File: config.mk
export PLATFORM = sky130hd
export DESIGN_NAME = store_buffer
export DESIGN_NICKNAME = d
export VERILOG_FILES = /design/src/rtl/store_buffer.sv
export SDC_FILE = /design/constraint.sdc
export NUM_CORES = 1
export LEC_CHECK = 0
export CAP_MARGIN = 20
export CORE_UTILIZATION = 50
export CTS_CLUSTER_DIAMETER = 100
export CTS_CLUSTER_SIZE = 16
export DETAILED_ROUTE_END_ITERATION = 6
export GPL_TIMING_DRIVEN = 0
export PLACE_DENSITY_LB_ADDON = 0.1
export SKIP_CTS_REPAIR_TIMING = 1
export SYNTH_ARGS = -nofsm -noshare
export SYNTH_HDL_FRONTEND = slang
export SYNTH_SLANG_ARGS = --single-unit
File: constraint.sdc
create_clock -name clk -period 9.15 [get_ports clk]
set_input_delay 1.83 -clock clk [delete_from_list [all_inputs] [get_ports clk]]
set_output_delay 1.83 -clock clk [all_outputs]
set_load 0.05 [all_outputs]
File: src/rtl/store_buffer.sv
// Posted-write FIFO between the MEM-stage store path and the word-addressed data memory.
// Define STORE_FWD_EN to forward matching buffered stores to loads instead of stalling them.
module store_buffer #(
  parameter int DEPTH = 4,
  parameter int AW    = 32
) (
  input  logic                   clk,
  input  logic                   rst_n,
  input  logic                   st_valid_i,
  output logic                   st_ready_o,
  input  logic [AW-1:0]          st_addr_i,
  input  logic [AW-1:0]          st_data_i,
  input  logic                   ld_valid_i,
  input  logic [AW-1:0]          ld_addr_i,
  output logic                   ld_stall_o,
  output logic                   ld_fwd_hit_o,
  output logic [AW-1:0]          ld_fwd_data_o,
  output logic [AW-1:0]          mem_addr_o,
  output logic [AW-1:0]          mem_wdata_o,
  output logic                   mem_write_o,
  output logic                   mem_read_o,
  output logic                   empty_o,
  output logic [$clog2(DEPTH):0] count_o
);

  localparam int PW = $clog2(DEPTH);
  localparam int CW = PW + 1;

  typedef enum logic [2:0] {
    ARB_FULL,
    ARB_LOAD,
    ARB_MATCH,
    ARB_DRAIN,
    ARB_IDLE
  } arb_e;

  // Only the word address is kept; byte-offset bits never reach memory.
  logic [AW-3:0] entryAddr_q [DEPTH];
  logic [AW-1:0] entryData_q [DEPTH];
  logic [PW-1:0] head_q, head_d;
  logic [PW-1:0] tail_q, tail_d;
  logic [CW-1:0] count_q, count_d;
  logic          push;
  logic          pop;
  logic          match;
  logic [AW-1:0] matchData;
  logic          unusedBits;
  arb_e          arb;

  assign st_ready_o = (count_q < CW'(DEPTH));
  assign empty_o    = (count_q == '0);
  assign count_o    = count_q;
  assign push       = st_valid_i && st_ready_o;
  assign pop        = mem_write_o;

  // Scan oldest to youngest so the youngest matching entry overwrites earlier hits.
  always_comb begin
    match     = 1'b0;
    matchData = '0;
    for (int i = 0; i < DEPTH; i++) begin
      if (ld_valid_i && (CW'(i) < count_q) &&
          (entryAddr_q[head_q + PW'(i)] == ld_addr_i[AW-1:2])) begin
        match     = 1'b1;
        matchData = entryData_q[head_q + PW'(i)];
      end
    end
  end

  always_comb begin
    if (count_q == CW'(DEPTH))     arb = ARB_FULL;
    else if (ld_valid_i && !match) arb = ARB_LOAD;
    else if (ld_valid_i)           arb = ARB_MATCH;
    else if (count_q != '0)        arb = ARB_DRAIN;
    else                           arb = ARB_IDLE;
  end

  always_comb begin
    mem_write_o   = 1'b0;
    mem_read_o    = 1'b0;
    mem_addr_o    = '0;
    mem_wdata_o   = '0;
    ld_stall_o    = 1'b0;
    ld_fwd_hit_o  = 1'b0;
    ld_fwd_data_o = '0;
    case (arb)
      ARB_FULL, ARB_MATCH, ARB_DRAIN: begin
        mem_write_o = 1'b1;
        mem_addr_o  = {entryAddr_q[head_q], 2'b00};
        mem_wdata_o = entryData_q[head_q];
      end
      ARB_LOAD: begin
        mem_read_o = 1'b1;
        mem_addr_o = ld_addr_i;
      end
      default: ;
    endcase
`ifdef STORE_FWD_EN
    if ((arb == ARB_FULL || arb == ARB_MATCH) && match) begin
      ld_fwd_hit_o  = 1'b1;
      ld_fwd_data_o = matchData;
    end
    ld_stall_o = (arb == ARB_FULL) && ld_valid_i && !match;
`else
    ld_stall_o = (arb == ARB_FULL || arb == ARB_MATCH) && ld_valid_i;
`endif
  end

`ifdef STORE_FWD_EN
  assign unusedBits = ^st_addr_i[1:0];
`else
  assign unusedBits = ^{st_addr_i[1:0], matchData};
`endif

  always_comb begin
    head_d  = head_q;
    tail_d  = tail_q;
    count_d = count_q;
    if (push) tail_d = tail_q + 1'b1;
    if (pop)  head_d = head_q + 1'b1;
    case ({push, pop})
      2'b10:   count_d = count_q + 1'b1;
      2'b01:   count_d = count_q - 1'b1;
      default: ;
    endcase
  end

  always_ff @(posedge clk or negedge rst_n) begin
    if (!rst_n) begin
      head_q  <= '0;
      tail_q  <= '0;
      count_q <= '0;
    end else begin
      head_q  <= head_d;
      tail_q  <= tail_d;
      count_q <= count_d;
    end
  end

  // Entry payload needs no reset: occupancy alone decides which entries are live.
  always_ff @(posedge clk) begin
    if (push) begin
      entryAddr_q[tail_q] <= st_addr_i[AW-1:2];
      entryData_q[tail_q] <= st_data_i;
    end
  end

endmodule
==> impl_metrics.tcl <==
set metrics [dict create \
    worst-setup-path-type "in -> out" \
    core_area_um2 28000 \
    synth-edff-count 248 \
    finClkSkew_ns 0.0301 \
    grt.overflow.total 0 \
    synth_area_per_cell_um2 14.7 \
    clkPwrFrac 0.131 \
    ant_nets 0 \
    synth-seq-cells 255 \
    hpwl_mm 32.5 \
    ys_types 64 \
    r2r_slack_ns 3.68 \
    period_share 0.936 \
    die_y_um 172 \
    hold_end "count_o[1]" \
    wl_mm 44.8 \
    synth_commonest_cells "248 x edfxtp_1, 111 x xnor2_1, 103 x mux2i_1" \
    min_from "count_o[1]" \
    grt_pass1_wl_mm 63.9 \
    cts_buffers 19 \
    rr_worst_depth 15 \
    synthFlopType "edfxtp_1" \
    num-nets-final 1300 \
    cp_max_fo 10 \
    fin_tns_setup_ns 0 \
    power_density_nw_per_um2 340 \
    num_rows 61 \
    worst_slew_pin_slew_ns 1.17 \
    initial_core_util 0.513 \
    cts-root-buf "clkbuf_16" \
    worstSetupEndpointType "output port" \
    grt_use_total 0.310 \
    r2r_start "head_q[0]" \
    clock_sinks 255 \
    ys_warn_count 0 \
    clk_latency_ns 0.53 \
    crit_required_ns 7.32 \
    final_layout_size_suffix_gt1_frac 0.189 \
    fmax_mhz 117 \
    status "finished, final reports clean" \
    area_growth_pct 19.4 \
    setup_viol 0 \
    hold_depth 2 \
    dr.pass1.iters 7 \
    synth_top_area_frac 0.518 \
    p_sw_frac 0.448 \
    layout_min_cycle_time_ns 8.57 \
    pin_count 205 \
    netlist_area_um2 14400 \
    cp_data_arrival_time_ns 6.74 \
    cap_violations 0 \
    rsz0062_at_grt "no" \
    synthCells 977 \
    die_w_um 172 \
    cts_max_path_buffers 3 \
    peakVddDrop_uv 232 \
    p_comb_frac 0.604 \
    dieArea_um2 29400 \
    yosysSeqAreaShare 0.530 \
    portBuffers 157 \
    htree_levels 1 \
    avgViaCountPerCell 6.17 \
    hold_path.class "reg -> reg" \
    power_leakage_nw 5.97 \
    max_slew_margin 0.220 \
    cts_tree "done" \
    worstReg2RegEnd "count_o[2]" \
    drv_slew 0 \
    final_util 0.613 \
    yosys.cell_count.top_type "edfxtp_1" \
    seqPwrFrac 0.266 \
    drtIter0Drc 971 \
    ys_top_cells_by_area "edfxtp_1 52%, mux4_2 14%, mux2i_1 7.2%" \
    path_clk_slew_ns 0.07 \
    num_vias 9707 \
    hold_viol 0 \
    p_int_mw 3.22 \
    p_switching_mw 2.62 \
    antenna_found_initial 0 \
    grt_pass1_vias 9669 \
    wl_per_cell_um 28.4 \
    synthArstFlopShare 0.0275 \
    gp_congestion 1.01 \
    yosys.area.top_type "edfxtp_1" \
    diodes 0 \
    drcViolationCount 0 \
    grt_max_degree 50 \
    start_kind "primary input" \
]
worst max-delay path: stages:
cell             delay (ns)
clkdlybuf4s50_1        0.56
inv_1                  0.13
xnor2_1                0.26
nor4_1                 0.59
nand4_1                0.24
or4_1                  0.59
o311ai_2               0.73
clkbuf_1               0.73
nor3_1                 0.11
a31o_2                 0.26
clkdlybuf4s50_1        0.70
per-layer routing:
layer  share of wire  up-vias  GRT usage
met2            0.46      581      0.485
met1            0.39     4842      0.400
met3            0.10      126     0.0918
met4           0.049        0      0.135
met5               0        -          0
li1                -     4158          -
cell usage in the layout (no fill, tap or decap), types with 11 or more instances in the layout:
cell type | synthesis | layout
mux4_2 | 89 | 89
buf_4 | 43 | 43
edfxtp_1 | 248 | 248
clkdlybuf4s50_1 | 0 | 157
o21ai_0 | 12 | 12
nand2_1 | 28 | 28
nor3_1 | 28 | 28
clkbuf_16 | 0 | 19
buf_2 | 16 | 16
nor4_1 | 11 | 11
a31o_2 | 20 | 20
clkbuf_1 | 24 | 30
nand4_1 | 14 | 14
nor2_1 | 13 | 13
inv_1 | 34 | 34
conb_1 | 1 | 33
mux2_2 | 16 | 16
xnor2_1 | 111 | 111
and2_1 | 40 | 36
mux2i_1 | 103 | 103
power groups by stage:
stage                     logic [mW]  registers (mW)  clock network, mW
after global placement          3.45            1.59                  0
after floorplan                 2.35            1.57                  0
final                           3.52            1.55              0.762
after detailed placement        3.46            1.57                  0
after CTS                       3.48            1.55              0.776
after global routing            3.66            1.57              0.814
state kept, by name (all words and copies together), names as in the netlist:
register,cells
entryData_q,128
entryAddr_q,120
count_o,3
head_q,2
tail_q,2
worst max-delay path by stage:
stage	from	slack, ns	cells past startpoint	endpoint
after floorplan	ld_addr_i[5]	2.36	10	mem_addr_o[15]
after global placement	ld_addr_i[18]	0.75	11	mem_addr_o[4]
after detailed placement	ld_addr_i[18]	0.72	11	mem_addr_o[26]
after CTS	ld_addr_i[18]	0.71	11	mem_addr_o[25]
after global routing	ld_addr_i[18]	0.46	11	mem_addr_o[19]
final	ld_addr_i[18]	0.58	11	mem_addr_o[25]
kinds of logic (layout without fill, tap and decap cells):
logic type / Yosys count / count (layout) / synth area share
flip-flops: 255 / 255 / 0.530
multiplexers: 211 / 211 / 0.227
AND/OR/NAND/NOR: 148 / 148 / 0.0551
buffers and inverters: 138 / 325 / 0.0551
XOR/XNOR: 114 / 114 / 0.0694
AO/OA/AOI/OAI: 101 / 101 / 0.0553
adder cells (fa/ha/maj): 9 / 9 / 0.00783
other: 1 / 33 / 0.000261
metrics by stage:
step | power, mW | hold WS, ns | cell area (µm²) | instances | setup slack [ns]
2_1_floorplan | 3.93 | 0.580 | 14500 | 1009 | 2.36
3_3_place_gp | 5.04 | 0.609 | 16500 | 1544 | 0.753
3_5_place_dp | 5.04 | 0.608 | 16700 | 1548 | 0.723
4_1_cts | 5.81 | 0.624 | 17200 | 1574 | 0.711
5_1_grt | 6.03 | 0.674 | 17200 | 1574 | 0.456
6_report | 5.83 | 0.608 | 17200 | 1574 | 0.582
final cells by class:
cell class / count / area [µm²]
clock buffers: 25 / 498
well taps: 378 / 473
repair buffers: 161 / 1680
inverters: 37 / 139
plain buffers: 101 / 653
fillers: 2173 / 10800
multi-input cells: 616 / 6100
flip-flops and latches: 255 / 7620
clock inverters: 1 / 8.76
No activity file was read; power rests on OpenSTA's default activity.
